<file path="src/rtl/synth_audio_pkg.sv">
// Shared audio-path constants: sample width, envelope amplitude width and the
// gain code that means "pass the sample through unscaled".
package synth_audio_pkg;
  localparam int ENV_AMP_W = 6;
  localparam int SAMPLE_W  = 24;
  localparam int AMP_W     = ENV_AMP_W;
  localparam int AMP_UNITY = (1 << AMP_W) - 1;
  localparam int SLEW_STEP = 1;
endpackage

</file>
<file path="src/rtl/amp_slew.sv">
// Slew-limited gain register: on each enabled cycle the applied gain moves
// towards the envelope target by at most SLEW_STEP, never overshooting.
module amp_slew
  import synth_audio_pkg::*;
(
  input  logic             clk,
  input  logic             reset,
  input  logic             step_en,
  input  logic [AMP_W-1:0] amp_target,
  output logic [AMP_W-1:0] amp_cur
);
  localparam logic [AMP_W:0]   STEP_WIDE = (AMP_W+1)'(SLEW_STEP);
  localparam logic [AMP_W-1:0] STEP_N    = STEP_WIDE[AMP_W-1:0];

  logic [AMP_W-1:0] amp_cur_q, amp_cur_d;
  logic [AMP_W-1:0] diff_up, diff_dn;

  assign diff_up = amp_target - amp_cur_q;
  assign diff_dn = amp_cur_q - amp_target;

  always_comb begin
    amp_cur_d = amp_cur_q;
    if (step_en) begin
      // Diffs are only meaningful on the side of the matching comparison.
      if (amp_target > amp_cur_q) begin
        amp_cur_d = ({1'b0, diff_up} > STEP_WIDE) ? amp_cur_q + STEP_N : amp_target;
      end else if (amp_target < amp_cur_q) begin
        amp_cur_d = ({1'b0, diff_dn} > STEP_WIDE) ? amp_cur_q - STEP_N : amp_target;
      end
    end
  end

  always_ff @(posedge clk) begin
    if (!reset) amp_cur_q <= '0;
    else        amp_cur_q <= amp_cur_d;
  end

  assign amp_cur = amp_cur_q;
endmodule

</file>
<file path="src/rtl/envelope_vca.sv">
// Two-stage VCA: S1 holds a sample with the gain it was accepted under,
// S2 holds the rounded product. Valid/ready: a transfer happens when both are high.
module envelope_vca
  import synth_audio_pkg::*;
(
  input  logic                       clk,
  input  logic                       reset,
  input  logic [AMP_W-1:0]           amp_target,
  input  logic                       in_valid,
  input  logic signed [SAMPLE_W-1:0] in_sample,
  output logic                       in_ready,
  output logic                       out_valid,
  output logic signed [SAMPLE_W-1:0] out_sample,
  input  logic                       out_ready,
  output logic                       idle
);
  localparam int PROD_W = SAMPLE_W + AMP_W + 1;
  localparam logic [AMP_W-1:0]         UNITY_G = AMP_W'(AMP_UNITY);
  localparam logic signed [PROD_W-1:0] ROUND_C = PROD_W'(1 << (AMP_W - 1));

  logic                       s1_valid_q, s1_valid_d;
  logic signed [SAMPLE_W-1:0] s1_sample_q, s1_sample_d;
  logic [AMP_W-1:0]           s1_gain_q, s1_gain_d;
  logic                       s2_valid_q, s2_valid_d;
  logic signed [SAMPLE_W-1:0] s2_sample_q, s2_sample_d;

  logic                       s1_adv, in_hs;
  logic [AMP_W-1:0]           amp_cur;
  logic signed [PROD_W-1:0]   prod, rounded;
  logic signed [SAMPLE_W-1:0] scaled;

  assign s1_adv   = !s2_valid_q || out_ready;
  assign in_ready = !s1_valid_q || s1_adv;
  assign in_hs    = in_valid && in_ready;

  amp_slew u_slew (
    .clk        (clk),
    .reset      (reset),
    .step_en    (in_hs),
    .amp_target (amp_target),
    .amp_cur    (amp_cur)
  );

  // Gain is zero-extended so code 62 stays positive; unity code bypasses scaling.
  assign prod    = s1_sample_q * $signed({1'b0, s1_gain_q});
  assign rounded = prod + ROUND_C;
  assign scaled  = (s1_gain_q == UNITY_G) ? s1_sample_q : SAMPLE_W'(rounded >>> AMP_W);

  always_comb begin
    s1_valid_d  = s1_valid_q;
    s1_sample_d = s1_sample_q;
    s1_gain_d   = s1_gain_q;
    s2_valid_d  = s2_valid_q;
    s2_sample_d = s2_sample_q;
    if (in_ready) s1_valid_d = in_valid;
    if (in_hs) begin
      s1_sample_d = in_sample;
      s1_gain_d   = amp_cur;
    end
    if (s1_adv) begin
      s2_valid_d = s1_valid_q;
      if (s1_valid_q) s2_sample_d = scaled;
    end
  end

  always_ff @(posedge clk) begin
    if (!reset) begin
      s1_valid_q  <= 1'b0;
      s1_sample_q <= '0;
      s1_gain_q   <= '0;
      s2_valid_q  <= 1'b0;
      s2_sample_q <= '0;
    end else begin
      s1_valid_q  <= s1_valid_d;
      s1_sample_q <= s1_sample_d;
      s1_gain_q   <= s1_gain_d;
      s2_valid_q  <= s2_valid_d;
      s2_sample_q <= s2_sample_d;
    end
  end

  assign out_valid  = s2_valid_q;
  assign out_sample = s2_sample_q;
  assign idle       = (amp_cur == '0) && (amp_target == '0) && !s1_valid_q && !s2_valid_q;
endmodule

</file>
<file path="config.mk">
export PLATFORM = sky130hd
export DESIGN_NAME = envelope_vca
export DESIGN_NICKNAME = d
export VERILOG_FILES = /design/src/rtl/synth_audio_pkg.sv /design/src/rtl/amp_slew.sv /design/src/rtl/envelope_vca.sv
export SDC_FILE = /design/constraint.sdc
export NUM_CORES = 1
export LEC_CHECK = 0
export ABC_AREA = 1
export BUFFER_PORTS_ARGS = -buffer_cell sky130_fd_sc_hd__buf_2
export CAP_MARGIN = 20
export CORE_ASPECT_RATIO = 1.2
export CORE_MARGIN = 2
export CORE_UTILIZATION = 49
export CTS_CLUSTER_DIAMETER = 200
export DETAILED_ROUTE_END_ITERATION = 10
export GPL_ROUTABILITY_DRIVEN = 0
export GPL_TIMING_DRIVEN = 0
export PLACE_DENSITY = 0.75
export SETUP_SLACK_MARGIN = 0.4
export SLEW_MARGIN = 30
export SYNTH_ARGS = -nofsm -noshare
export SYNTH_HDL_FRONTEND = slang
export SYNTH_HIERARCHICAL = 1
export SYNTH_SLANG_ARGS = --single-unit
</file>
<file path="constraint.sdc">
create_clock -name clk -period 4.75 [get_ports clk]
set_input_delay 0.2375 -clock clk [delete_from_list [all_inputs] [get_ports clk]]
set_output_delay 0.2375 -clock clk [all_outputs]
set_load 0.02 [all_outputs]
</file>
==> flow_metrics.py <==
metrics = {
    "yosys": {
        "yosys.area.top_type": "sky130_fd_sc_hd__fa_1",
        "synth.mux.area_fraction_pct": 0,
        "synth_top_family_by_area": "adder cells",
        "synthesis.area_um2": 9380,
        "ys.flop_type": "sky130_fd_sc_hd__dfxtp_1",
        "postSynthRegisterBits": 62,
        "yosys-top-cells-area": "sky130_fd_sc_hd__fa_1, sky130_fd_sc_hd__inv_1, sky130_fd_sc_hd__dfxtp_1",
        "yosys.cell_types.count": 36,
        "number_of_flops_mapped_to_enable_cells_by_yosys": 0,
        "ys_async_sr_fraction_pct": 0,
        "cells_after_synth": 1415,
        "syn-mean-instance-area_um2": 6.63,
        "synth_xor_xnor_area_share_pct": 2.15,
        "postSynthNetCount": 1640,
        "synth-compound-area-share_pct": 9.32,
        "yosys.area.top_type_share_pct": 21.1,
        "synth_adder_area_share_pct": 33.4,
        "seq_total_area_yosys_pct": 13.2,
        "yosysWarningCount": 6,
        "yosys.area_share.simple_pct": 24.7,
    },
    "routing": {
        "avgRoutedWirePerCell_um": 16.7,
        "drcViolationCount": 0,
        "dr.pass1.iters": 7,
        "wl_um": 29700,
        "number_of_vias_in_the_routed_layout": 9485,
        "drt-initial-drc-count": 963,
        "viasPerCell": 5.32,
        "postRouteAntennaNets": 0,
    },
    "clock_tree": {
        "clock_latency_ns": 0.36,
        "cts_buffer_depth": 2,
        "htree_num_levels": 3,
        "clock_tree.root_cell": "sky130_fd_sc_hd__clkbuf_16",
        "clock_sink_count": 62,
        "cts_inserted_buffers": 9,
        "holdBufCountCts": 0,
        "cts_tree": "built",
        "clock_pin_slew_reported_for_the_worst_setup_and_hold_paths_after_clock_tree_synthesis_ns": 0.06,
    },
    "global_routing": {
        "antenna_found_initial": 0,
        "grt_pass1_wl_um": 45400,
        "pin_count_of_the_biggest_net_entering_global_routing": 13,
        "via_count_of_the_first_global_routing_pass": 9464,
        "grtUsageTotal_pct": 28.7,
        "overflow": 0,
    },
    "timing": {
        "holdWs_ns": 0.138,
        "timing.slew.headroom_pct": 53.5,
        "worst_margin_slew_ns": 0.697,
        "fmax_mhz": 224,
        "final-hold-violation-count": 0,
        "finClkSkew_ns": 0.0114,
        "period_minus_slack_ns": 4.46,
        "finalSetupTns_ns": 0,
        "setup_repair_after_global_routing_missed_its_margin": "yes",
        "finalCritPeriodShare_pct": 94.0,
        "finalSetupViolations": 0,
        "maxSlewViolCount": 0,
    },
    "place": {
        "buffers_added_on_ports": 60,
        "dpl_cell_area_um2": 10000,
        "hpwl_um": 20800,
    },
    "power": {
        "leakage_nw": 6.91,
        "peakVddDrop_mv": 0.183,
        "p_per_area_nw_per_um2": 206,
        "total_power_mw": 2.40,
    },
    "job": {
        "timing.max_cap.violations": 0,
    },
    "finish": {
        "nFillCells": 1536,
        "final_util_pct": 62.0,
        "layout.cell_area.non_filler_um2": 11600,
        "antenna_cells_inserted": 0,
        "multiInputGateArea_um2": 7370,
        "final_net_count": 1746,
        "regArea_um2": 1240,
        "area_overhead_of_the_layout_relative_to_synthesis_pct": 24.2,
        "drive_gt1_share_pct": 23.0,
    },
    "worst_setup_path": {
        "timing.critical_path.from": "s1_gain_q[3]$_SDFFE_PN0P_",
        "cp_data_arrival_time_ns": 4.75,
        "worstSetupEndpointType": "flip-flop",
        "cp-start-kind": "flip-flop",
        "worstPathMaxFanout": 8,
        "worst_setup_path_type": "reg2reg",
        "cp_data_required_time_ns": 5.04,
        "endpoint": "out_sample[22]$_SDFFE_PN0P_",
        "worstReg2RegEnd": "out_sample[22]$_SDFFE_PN0P_",
        "path_depth_of_the_worst_reg2reg_path": 21,
        "worst_r2r_startpoint": "s1_gain_q[3]$_SDFFE_PN0P_",
        "worst-r2r-setup-slack_ns": 0.29,
    },
    "floorplanning": {
        "floorplan.initialDensity_pct": 49.9,
        "fp.dieArea_um2": 20300,
        "dieWidth_um": 130,
        "boundaryPins": 61,
        "die-height_um": 156,
        "fp-row-count": 55,
        "floorplan.core_area_um2": 18800,
    },
    "outcome": {
        "outcome": "finished, final reports clean",
    },
    "min_path": {
        "min-delay-path-class": "in2reg",
    },
}
## cell usage after synthesis (3+ instances only)
cell	number
sky130_fd_sc_hd__inv_1	361
sky130_fd_sc_hd__nand2_1	327
sky130_fd_sc_hd__nor2_1	105
sky130_fd_sc_hd__fa_1	99
sky130_fd_sc_hd__ha_1	92
sky130_fd_sc_hd__nand3_1	75
sky130_fd_sc_hd__o21ai_0	71
sky130_fd_sc_hd__a21oi_1	64
sky130_fd_sc_hd__dfxtp_1	62
sky130_fd_sc_hd__clkbuf_1	55
sky130_fd_sc_hd__nor3_1	13
sky130_fd_sc_hd__o21bai_1	13
sky130_fd_sc_hd__xor2_1	13
sky130_fd_sc_hd__nand2_2	10
sky130_fd_sc_hd__xnor2_1	10
sky130_fd_sc_hd__nand4_1	9
sky130_fd_sc_hd__nand2_4	4
sky130_fd_sc_hd__buf_2	3
sky130_fd_sc_hd__nor2_4	3
## kinds of logic (layout without fill, tap and decap cells)
group / count (synthesis) / in the layout
xor gates and xnor gates: 23 / 23
AOI/OAI and AO/OA: 160 / 160
DFF: 62 / 62
adders and majority gates: 191 / 191
and+or+nand+nor: 554 / 554
buffers and inverters: 425 / 536
## metal layers
layer	vias up	GRT usage [%]	part of all wire (%)
met3	160	4.01	6.9
met5	-	0	0
li1	4430	-	-
met1	4386	33.0	38
met2	509	50.6	49
met4	0	15.9	6.3
## worst max-delay path: stages, from the launching register on
cell,delay (ns)
sky130_fd_sc_hd__dfxtp_2,0.34
sky130_fd_sc_hd__buf_8,0.14
sky130_fd_sc_hd__clkbuf_16,0.15
sky130_fd_sc_hd__nand2_1,0.07
sky130_fd_sc_hd__fa_2,0.56
sky130_fd_sc_hd__inv_2,0.06
sky130_fd_sc_hd__fa_1,0.48
sky130_fd_sc_hd__fa_1,0.52
sky130_fd_sc_hd__inv_1,0.05
sky130_fd_sc_hd__fa_1,0.49
sky130_fd_sc_hd__inv_2,0.05
sky130_fd_sc_hd__ha_4,0.30
sky130_fd_sc_hd__clkinvlp_4,0.13
sky130_fd_sc_hd__nor3_4,0.23
sky130_fd_sc_hd__nand2_2,0.12
sky130_fd_sc_hd__nor3_4,0.21
sky130_fd_sc_hd__nand2_2,0.10
sky130_fd_sc_hd__nand2_1,0.09
sky130_fd_sc_hd__nand2_1,0.05
sky130_fd_sc_hd__nand3_1,0.06
sky130_fd_sc_hd__nand2_1,0.07
sky130_fd_sc_hd__a21oi_1,0.11
## cells in the final DEF, fill, tap and decap left out, types with 15 or more instances in the layout
master                      synthesis  layout
sky130_fd_sc_hd__clkbuf_2           2      20
sky130_fd_sc_hd__buf_4              1      31
sky130_fd_sc_hd__clkbuf_1          55      20
sky130_fd_sc_hd__nand3_1           75      71
sky130_fd_sc_hd__a21oi_2            2      18
sky130_fd_sc_hd__nor2_1           105      85
sky130_fd_sc_hd__nor2_2             2      15
sky130_fd_sc_hd__fa_1              99      91
sky130_fd_sc_hd__clkbuf_16          0      15
sky130_fd_sc_hd__nand2_4            4      18
sky130_fd_sc_hd__a21oi_1           64      41
sky130_fd_sc_hd__nand2_2           10      38
sky130_fd_sc_hd__inv_1            361     333
sky130_fd_sc_hd__dfxtp_1           62      59
sky130_fd_sc_hd__ha_4               0      22
sky130_fd_sc_hd__buf_2              3      66
sky130_fd_sc_hd__o21ai_0           71      55
sky130_fd_sc_hd__nand2_1          327     285
sky130_fd_sc_hd__ha_1              92      68
sky130_fd_sc_hd__inv_2              2      28
## power breakdown
part	leakage [nW]	total, mW	internal [mW]	switching (mW)
Sequential	0.511	0.591	0.560	0.0302
Combinational	6.28	1.16	0.448	0.714
Clock	0.123	0.648	0.369	0.279
Total	6.91	2.40	1.38	1.02
## stage by stage
stage / setup slack, ns / cells
final: 0.287 / 1782
after global routing: 0.0237 / 1782
after CTS: 0.393 / 1765
after detailed placement: -0.374 / 1731
after global placement: -0.334 / 1731
after floorplan: 0.401 / 1415
## cell type report
| type | count | area share, % |
|---|---|---|
| Multi-Input combinational cell | 928 | 63.2 |
| Inverter | 363 | 11.7 |
| Sequential cell | 62 | 10.7 |
| Timing Repair Buffer | 95 | 5.11 |
| Buffer | 62 | 4.02 |
| Tap cell | 256 | 2.75 |
| Clock buffer | 10 | 2.05 |
| Clock inverter | 6 | 0.397 |
## worst min-delay path by stage
stage                                startpoint                            to  slack [ns]  depth (start not counted)
CTS                               in_sample[20]  s1_sample_q[20]$_SDFFE_PN0P_        0.14                          3
floorplan                                 reset    out_sample[0]$_SDFFE_PN0P_        0.38                          2
finish                            in_sample[21]  s1_sample_q[21]$_SDFFE_PN0P_        0.14                          3
detailed placement   out_sample[7]$_SDFFE_PN0P_    out_sample[7]$_SDFFE_PN0P_        0.45                          2
global route                       in_sample[4]   s1_sample_q[4]$_SDFFE_PN0P_        0.16                          3
global placement    out_sample[12]$_SDFFE_PN0P_   out_sample[12]$_SDFFE_PN0P_        0.45                          2
## what timing repair did
| item | 4_1_cts | 5_1_grt |
|---|---|---|
| gates cloned | 4 | 2 |
| setup endpoints to repair | 24 | 22 |
| setup buffers | 14 | 15 |
| pin swaps | 42 | 67 |
| hold endpoints to repair | 0 | 0 |
| gates resized for setup | 142 | 157 |
## state kept, by name (all words and copies together) (netlist names)
register        count
u_slew/amp_cur      6
s1_valid_q          1
out_valid           1
s1_sample_q        24
s1_gain_q           6
out_sample         24
Note: power is estimated with default switching activity, not from simulation.
